<file path="src/rtl/jtroc_snd_if_if.sv">
// Sound-side bus between the main-CPU latch and the sound Z80.
// master: drives latch/strobes and reads IRQ/status/timer/gain; slave: the stage.
interface jtroc_snd_if_if;
  logic       snd_cen;
  logic [7:0] snd_latch;
  logic       snd_on;
  logic       mute;
  logic       latch_rd;
  logic       irq_ack;
  logic       irq_n;
  logic [7:0] cmd_dout;
  logic       ovf;
  logic [3:0] timer_dout;
  logic [7:0] gain;

  modport master (
    output snd_cen, snd_latch, snd_on,
    output mute, latch_rd, irq_ack,
    input  irq_n, cmd_dout, ovf,
    input  timer_dout, gain
  );

  modport slave (
    input  snd_cen, snd_latch, snd_on,
    input  mute, latch_rd, irq_ack,
    output irq_n, cmd_dout, ovf,
    output timer_dout, gain
  );
endinterface

</file>
<file path="src/rtl/jtroc_snd_if.sv">
// Sound interface stage: command capture, edge IRQ, overrun, timer, gain ramp.
// Ports: clk, rstn (async low), bus (slave side of jtroc_snd_if_if).
module jtroc_snd_if #(
  parameter int TDIV  = 1024,
  parameter int GSTEP = 1
) (
  input  logic          clk,
  input  logic          rstn,
  jtroc_snd_if_if.slave bus
);

  localparam int PW = (TDIV > 1) ? $clog2(TDIV) : 1;
  localparam logic [PW-1:0] PMAX = PW'(TDIV - 1);
  localparam logic [7:0] GS = 8'(GSTEP);
  localparam logic [7:0] GTOP = 8'hff - GS;

  typedef enum logic {
    IDLE = 1'b0,
    PEND = 1'b1
  } st_t;

  st_t st_q, st_nx;

  logic          on_l;
  logic          rise;
  logic          ack;
  logic          rd;
  logic [7:0]    cmd_q;
  logic          ovf_q;
  logic [PW-1:0] pre_q;
  logic [3:0]    tmr_q;
  logic [7:0]    gain_q;
  logic [7:0]    gain_nx;

  assign rise = bus.snd_on & ~on_l;
  assign ack  = bus.irq_ack & bus.snd_cen;
  assign rd   = bus.latch_rd & bus.snd_cen;

  // A rise always re-arms the IRQ, so it beats a same-clk ack.
  always_comb begin
    st_nx = st_q;
    unique case (st_q)
      IDLE: if (rise) st_nx = PEND;
      PEND: if (ack && !rise) st_nx = IDLE;
      default: st_nx = IDLE;
    endcase
  end

  always_comb begin
    gain_nx = gain_q;
    if (bus.snd_cen) begin
      if (bus.mute)
        gain_nx = (gain_q < GS) ? 8'd0 : gain_q - GS;
      else
        gain_nx = (gain_q > GTOP) ? 8'hff : gain_q + GS;
    end
  end

  always_ff @(posedge clk or negedge rstn) begin
    if (!rstn) begin
      st_q   <= IDLE;
      on_l   <= 1'b0;
      cmd_q  <= 8'd0;
      ovf_q  <= 1'b0;
      pre_q  <= '0;
      tmr_q  <= 4'd0;
      gain_q <= 8'd0;
    end else begin
      st_q   <= st_nx;
      on_l   <= bus.snd_on;
      gain_q <= gain_nx;
      if (rise)
        cmd_q <= bus.snd_latch;
      // Overrun only when a pending IRQ is not being acked; set beats clear.
      if (rise && st_q == PEND && !ack)
        ovf_q <= 1'b1;
      else if (rd)
        ovf_q <= 1'b0;
      if (bus.snd_cen) begin
        if (pre_q == PMAX) begin
          pre_q <= '0;
          tmr_q <= tmr_q + 4'd1;
        end else begin
          pre_q <= pre_q + 1'b1;
        end
      end
    end
  end

  assign bus.irq_n      = (st_q == IDLE);
  assign bus.cmd_dout   = cmd_q;
  assign bus.ovf        = ovf_q;
  assign bus.timer_dout = tmr_q;
  assign bus.gain       = gain_q;

endmodule

</file>
<file path="src/flat_wrapper.sv">
// flat-port wrapper written by rule: the top's interface ports become plain ports
module jtroc_snd_if_flat 
#(
  parameter int TDIV  = 1024,
  parameter int GSTEP = 1
)
  (clk, rstn, bus_snd_cen, bus_snd_latch, bus_snd_on, bus_mute, bus_latch_rd, bus_irq_ack, bus_irq_n, bus_cmd_dout, bus_ovf, bus_timer_dout, bus_gain);
  jtroc_snd_if_if bus_i ();
  input  logic clk;
  input  logic rstn;
  input wire logic [$bits(bus_i.snd_cen)-1:0] bus_snd_cen;
  input wire logic [$bits(bus_i.snd_latch)-1:0] bus_snd_latch;
  input wire logic [$bits(bus_i.snd_on)-1:0] bus_snd_on;
  input wire logic [$bits(bus_i.mute)-1:0] bus_mute;
  input wire logic [$bits(bus_i.latch_rd)-1:0] bus_latch_rd;
  input wire logic [$bits(bus_i.irq_ack)-1:0] bus_irq_ack;
  output wire logic [$bits(bus_i.irq_n)-1:0] bus_irq_n;
  output wire logic [$bits(bus_i.cmd_dout)-1:0] bus_cmd_dout;
  output wire logic [$bits(bus_i.ovf)-1:0] bus_ovf;
  output wire logic [$bits(bus_i.timer_dout)-1:0] bus_timer_dout;
  output wire logic [$bits(bus_i.gain)-1:0] bus_gain;
  assign bus_i.snd_cen = bus_snd_cen;
  assign bus_i.snd_latch = bus_snd_latch;
  assign bus_i.snd_on = bus_snd_on;
  assign bus_i.mute = bus_mute;
  assign bus_i.latch_rd = bus_latch_rd;
  assign bus_i.irq_ack = bus_irq_ack;
  assign bus_irq_n = bus_i.irq_n;
  assign bus_cmd_dout = bus_i.cmd_dout;
  assign bus_ovf = bus_i.ovf;
  assign bus_timer_dout = bus_i.timer_dout;
  assign bus_gain = bus_i.gain;
  jtroc_snd_if #(.TDIV(TDIV), .GSTEP(GSTEP)) u_core (.clk(clk), .rstn(rstn), .bus(bus_i));
endmodule
</file>
<file path="config.mk">
export PLATFORM = sky130hd
export DESIGN_NAME = jtroc_snd_if_flat
export DESIGN_NICKNAME = d
export VERILOG_FILES = /design/src/rtl/jtroc_snd_if_if.sv /design/src/rtl/jtroc_snd_if.sv /design/src/flat_wrapper.sv
export SDC_FILE = /design/constraint.sdc
export NUM_CORES = 1
export LEC_CHECK = 0
export CORE_ASPECT_RATIO = 0.75
export CORE_MARGIN = 2
export CORE_UTILIZATION = 40
export DETAILED_ROUTE_END_ITERATION = 12
export GPL_TIMING_DRIVEN = 0
export HOLD_SLACK_MARGIN = 0.02
export PLACE_DENSITY_LB_ADDON = 0.12
export RECOVER_POWER = 100
export SLEW_MARGIN = 20
export SYNTH_ARGS = -nofsm -noshare
export SYNTH_HDL_FRONTEND = slang
export SYNTH_SLANG_ARGS = --single-unit
</file>
<file path="constraint.sdc">
create_clock -name clk -period 3.8 [get_ports clk]
set_clock_uncertainty 0.2 [all_clocks]
set_input_delay 1.14 -clock clk [delete_from_list [all_inputs] [get_ports clk]]
set_output_delay 1.14 -clock clk [all_outputs]
set_load 0.01 [all_outputs]
</file>
==> tab_implementation.tex <==
\begin{tabular}{lr}
\hline
Metric & Value \\
\hline
\multicolumn{2}{l}{\textbf{Clock network}} \\
\quad Buffers inserted during post-CTS setup optimization & 0 \\
\quad TritonCTS Sinks & 33 \\
\quad Clock latency on the worst-skew pair & 0.28 ns \\
\quad Root Buffer & sky130\_fd\_sc\_hd\_\_clkbuf\_8 \\
\quad Largest buffer count on any clock path & 2 \\
\quad CTS Hold Bufs & 0 \\
\quad TritonCTS Buffers & 5 \\
\quad Cts repair resizes & 0 \\
\quad CTS tree & done \\
\quad H-tree level count & 2 \\
\quad Clock input transition at the sequential cells of the worst setup and hold paths & 0.06 ns \\
\multicolumn{2}{l}{\textbf{Routing}} \\
\quad Number of detailed-route iterations in the first pass & 4 \\
\quad Number of vias per cell & 5.60 \\
\quad Number of DRC violations after detailed-routing iteration 0 & 101 \\
\quad Number of DRC violations after detailed routing & 0 \\
\quad Sum of routed wire length over all layers & 4230 um \\
\quad Per-cell routed wire length & 15.1 um \\
\quad DRT antenna net count & 0 \\
\quad Via count & 1574 \\
\multicolumn{2}{l}{\textbf{Floorplan}} \\
\quad I/O pin total & 37 \\
\quad Core region area & 4440 um\^{}2 \\
\quad Number of placement rows & 21 \\
\quad Die extent in y & 62.7 um \\
\quad Die ar. & 5160 um\^{}2 \\
\quad Initial core utilization & 41.4\% \\
\quad Width of the die & 82.3 um \\
\multicolumn{2}{l}{\textbf{Power}} \\
\quad Power density relative to cell area & 509 nW/um\^{}2 \\
\quad Cell-internal power & 0.761 mW \\
\quad Leakage power figure & 1.01 nW \\
\quad Worst VDD drop & 0.257 mV \\
\quad Power share of the combinational group & 35.5\% \\
\quad Relative contribution of the clock network to total power & 22.2\% \\
\quad Switching power & 0.420 mW \\
\quad Share of total power in sequential cells & 42.3\% \\
\quad Sw frac & 35.6\% \\
\multicolumn{2}{l}{\textbf{Yosys}} \\
\quad Mean Syn Cell Area & 10.2 um\^{}2 \\
\quad Cell count after synthesis & 181 \\
\quad Cell area after synthesis & 1840 um\^{}2 \\
\quad Most numerous cell in the Yosys netlist & sky130\_fd\_sc\_hd\_\_dfrtp\_1 \\
\quad Post-synth top area cell & sky130\_fd\_sc\_hd\_\_dfrtp\_1 \\
\quad Sequential share of the synthesized area & 44.9\% \\
\quad Biggest area contributors in the synthesized netlist & sky130\_fd\_sc\_hd\_\_dfrtp\_1 (45\%), sky130\_fd\_sc\_hd\_\_mux2\_1 (5.5\%), sky130\_fd\_sc\_hd\_\_nand2\_1 (4.3\%), sky130\_fd\_sc\_hd\_\_ha\_1 (3.4\%), sky130\_fd\_sc\_hd\_\_nand4\_1 (2.7\%) \\
\quad Synth async-reset ratio & 100\% \\
\quad Yosys synthesis warning count & 0 \\
\quad Synth top cells by count & sky130\_fd\_sc\_hd\_\_dfrtp\_1 (33), sky130\_fd\_sc\_hd\_\_nand2\_1 (21), sky130\_fd\_sc\_hd\_\_nor2\_1 (10) \\
\quad Number of different library cells in the post-synthesis netlist & 56 \\
\quad Seq cells post-synth & 33 \\
\quad Synthesized Nets & 201 \\
\quad Predominant post-synthesis flop cell & sky130\_fd\_sc\_hd\_\_dfrtp\_1 \\
\quad Area share of the leading cell type in the synthesized netlist & 44.9\% \\
\quad Count of flip-flops with a built-in enable after synthesis & 0 \\
\multicolumn{2}{l}{\textbf{Critical path}} \\
\quad Crit-path max FO & 6 \\
\quad Startpoint of the most critical setup path & bus\_snd\_cen \\
\quad Worst setup path class & input port to flop \\
\quad Arrival time worst endpoint & 3.16 ns \\
\quad Category of the worst setup path capture point & flop \\
\quad R2R setup slack & 1.42 ns \\
\quad Origin of the critical flop-to-flop path & u\_core.bus.gain[0] \\
\quad Critical Path RT & 3.76 ns \\
\quad Type of element launching the critical path & input port \\
\multicolumn{2}{l}{\textbf{Global routing}} \\
\quad Number of global-route vias before repair & 1423 \\
\quad Total routing usage reported by global routing & 17.2\% \\
\quad Global-route wire length before repair & 6770 um \\
\quad Maximum number of pins on one net before global-route repair & 21 \\
\quad Overflow left after global routing & 0 \\
\quad Initial antenna violation count & 0 \\
\multicolumn{2}{l}{\textbf{Place}} \\
\quad Count of buffers from port buffering & 35 \\
\quad DP Wirelength & 3130 um \\
\quad Final weighted congestion of routability-driven global placement & 0.846 \\
\multicolumn{2}{l}{\textbf{Cells and area}} \\
\quad Area growth from synthesis to layout & 26.2\% \\
\quad Total inserted antenna cells & 0 \\
\quad Layout cells sized above 1 & 9.82\% \\
\quad Number of nets in the final layout & 244 \\
\multicolumn{2}{l}{\textbf{STA}} \\
\quad Smallest hold slack & 0.275 ns \\
\quad Sum of negative setup slack & 0 ns \\
\quad Final setup violation count & 0 \\
\quad Final Hold Fails & 0 \\
\quad Relative slew margins & 30.1\% \\
\quad Tmin final & 3.21 ns \\
\quad Final number of max-transition violations & 0 \\
\quad RSZ-0062 raised after global routing & no \\
\quad Tcrit/Tclk final & 84.3\% \\
\quad Slew of the pin with the lowest slew margin & 1.05 ns \\
\quad Highest Clock Rate & 312 MHz \\
\multicolumn{2}{l}{\textbf{Run}} \\
\quad Max-cap violations & 0 \\
\multicolumn{2}{l}{\textbf{Run status}} \\
\quad Run status & finished clean \\
\multicolumn{2}{l}{\textbf{Min path}} \\
\quad Worst hold path startpoint & u\_core.bus.timer\_dout[3] \\
\quad Path class of the lowest-slack min-delay path & flop to flop \\
\hline
\end{tabular}
logic make-up (layout without fill, tap and decap cells):
family / Yosys count / count (layout) / share of synthesized area (%)
compound gates: 36 / 36 / 14.6
fa+ha+maj: 5 / 5 / 3.40
simple gates: 69 / 69 / 21.6
flops: 33 / 33 / 44.9
mux: 10 / 10 / 6.05
xor+xnor: 10 / 10 / 4.76
buf+inv: 18 / 61 / 4.63
path summary, 6_finish.rpt:
kind                            depth (start not counted)                  endpoint
worst max register to register                          8        u_core.bus.gain[5]
worst min-delay path                                    1  u_core.bus.timer_dout[3]
worst max-delay path                                    4  u_core.bus.timer_dout[1]
max in group asynchronous                               2               u_core.on_l
min in group asynchronous                               1        u_core.bus.gain[1]
worst min register to register                          1  u_core.bus.timer_dout[3]
stage by stage:
step	instances	setup WS, ns	power, mW	instance area, um^2	utilization [%]
floorplan	181	1.44	0.765	1840	-
global placement	273	0.718	0.931	2260	50.9
detailed placement	274	0.751	0.948	2280	51.4
CTS	281	1.02	1.21	2370	53.4
global route	281	0.563	1.26	2320	52.3
finish	281	0.595	1.18	2320	52.3
power groups by stage:
stage	Clock [mW]	Combinational, mW	Sequential (mW)
2_1_floorplan	0	0.254	0.511
3_3_place_gp	0	0.429	0.501
3_5_place_dp	0	0.442	0.506
4_1_cts	0.269	0.445	0.500
5_1_grt	0.293	0.459	0.510
6_report	0.262	0.419	0.500
layout make-up:
type,count,area (um^2)
Tap cell,57,71.3
Clock buffer,7,86.3
Timing Repair Buffer,36,348
Inverter,6,22.5
Sequential cell,33,826
Multi-Input combinational cell,130,908
Buffer,12,58.8
Fill cell,406,2120
per-layer routing:
layer,up-vias,routed length (um),global-route usage (%)
met1,756,1970,23.6
met3,6,288,5.78
met2,59,1960,26.2
met5,-,0,0
li1,753,-,-
met4,0,18,3.75
state kept, by name, indices dropped and copies added (netlist names):
name,flops
u_core.bus.cmd_dout,8
u_core.bus.gain,8
u_core.bus.ovf,1
u_core.bus.timer_dout,4
u_core.on_l,1
u_core.pre_q,10
u_core.st_q,1
worst max-delay path, cell delays in order:
cell and delay, ns:
sky130_fd_sc_hd__dlygate4sd3_1 0.62, sky130_fd_sc_hd__nand2_1 0.14, sky130_fd_sc_hd__nor4_1 0.87, sky130_fd_sc_hd__mux2_1 0.39
layout by cell type, fill, tap and decap left out, drive strengths merged, types with 5 or more instances in the layout:
master,n
nand2,21
ha,5
xnor2,5
nand4,8
dlygate4sd3,24
o21ai,6
inv,6
clkbuf,15
buf,6
dfrtp,33
mux2,9
nand3,6
clkdlybuf4s50,10
nor4,5
a31oi,6
xor2,5
nor2,10
Power figures use the tool's default switching activity.
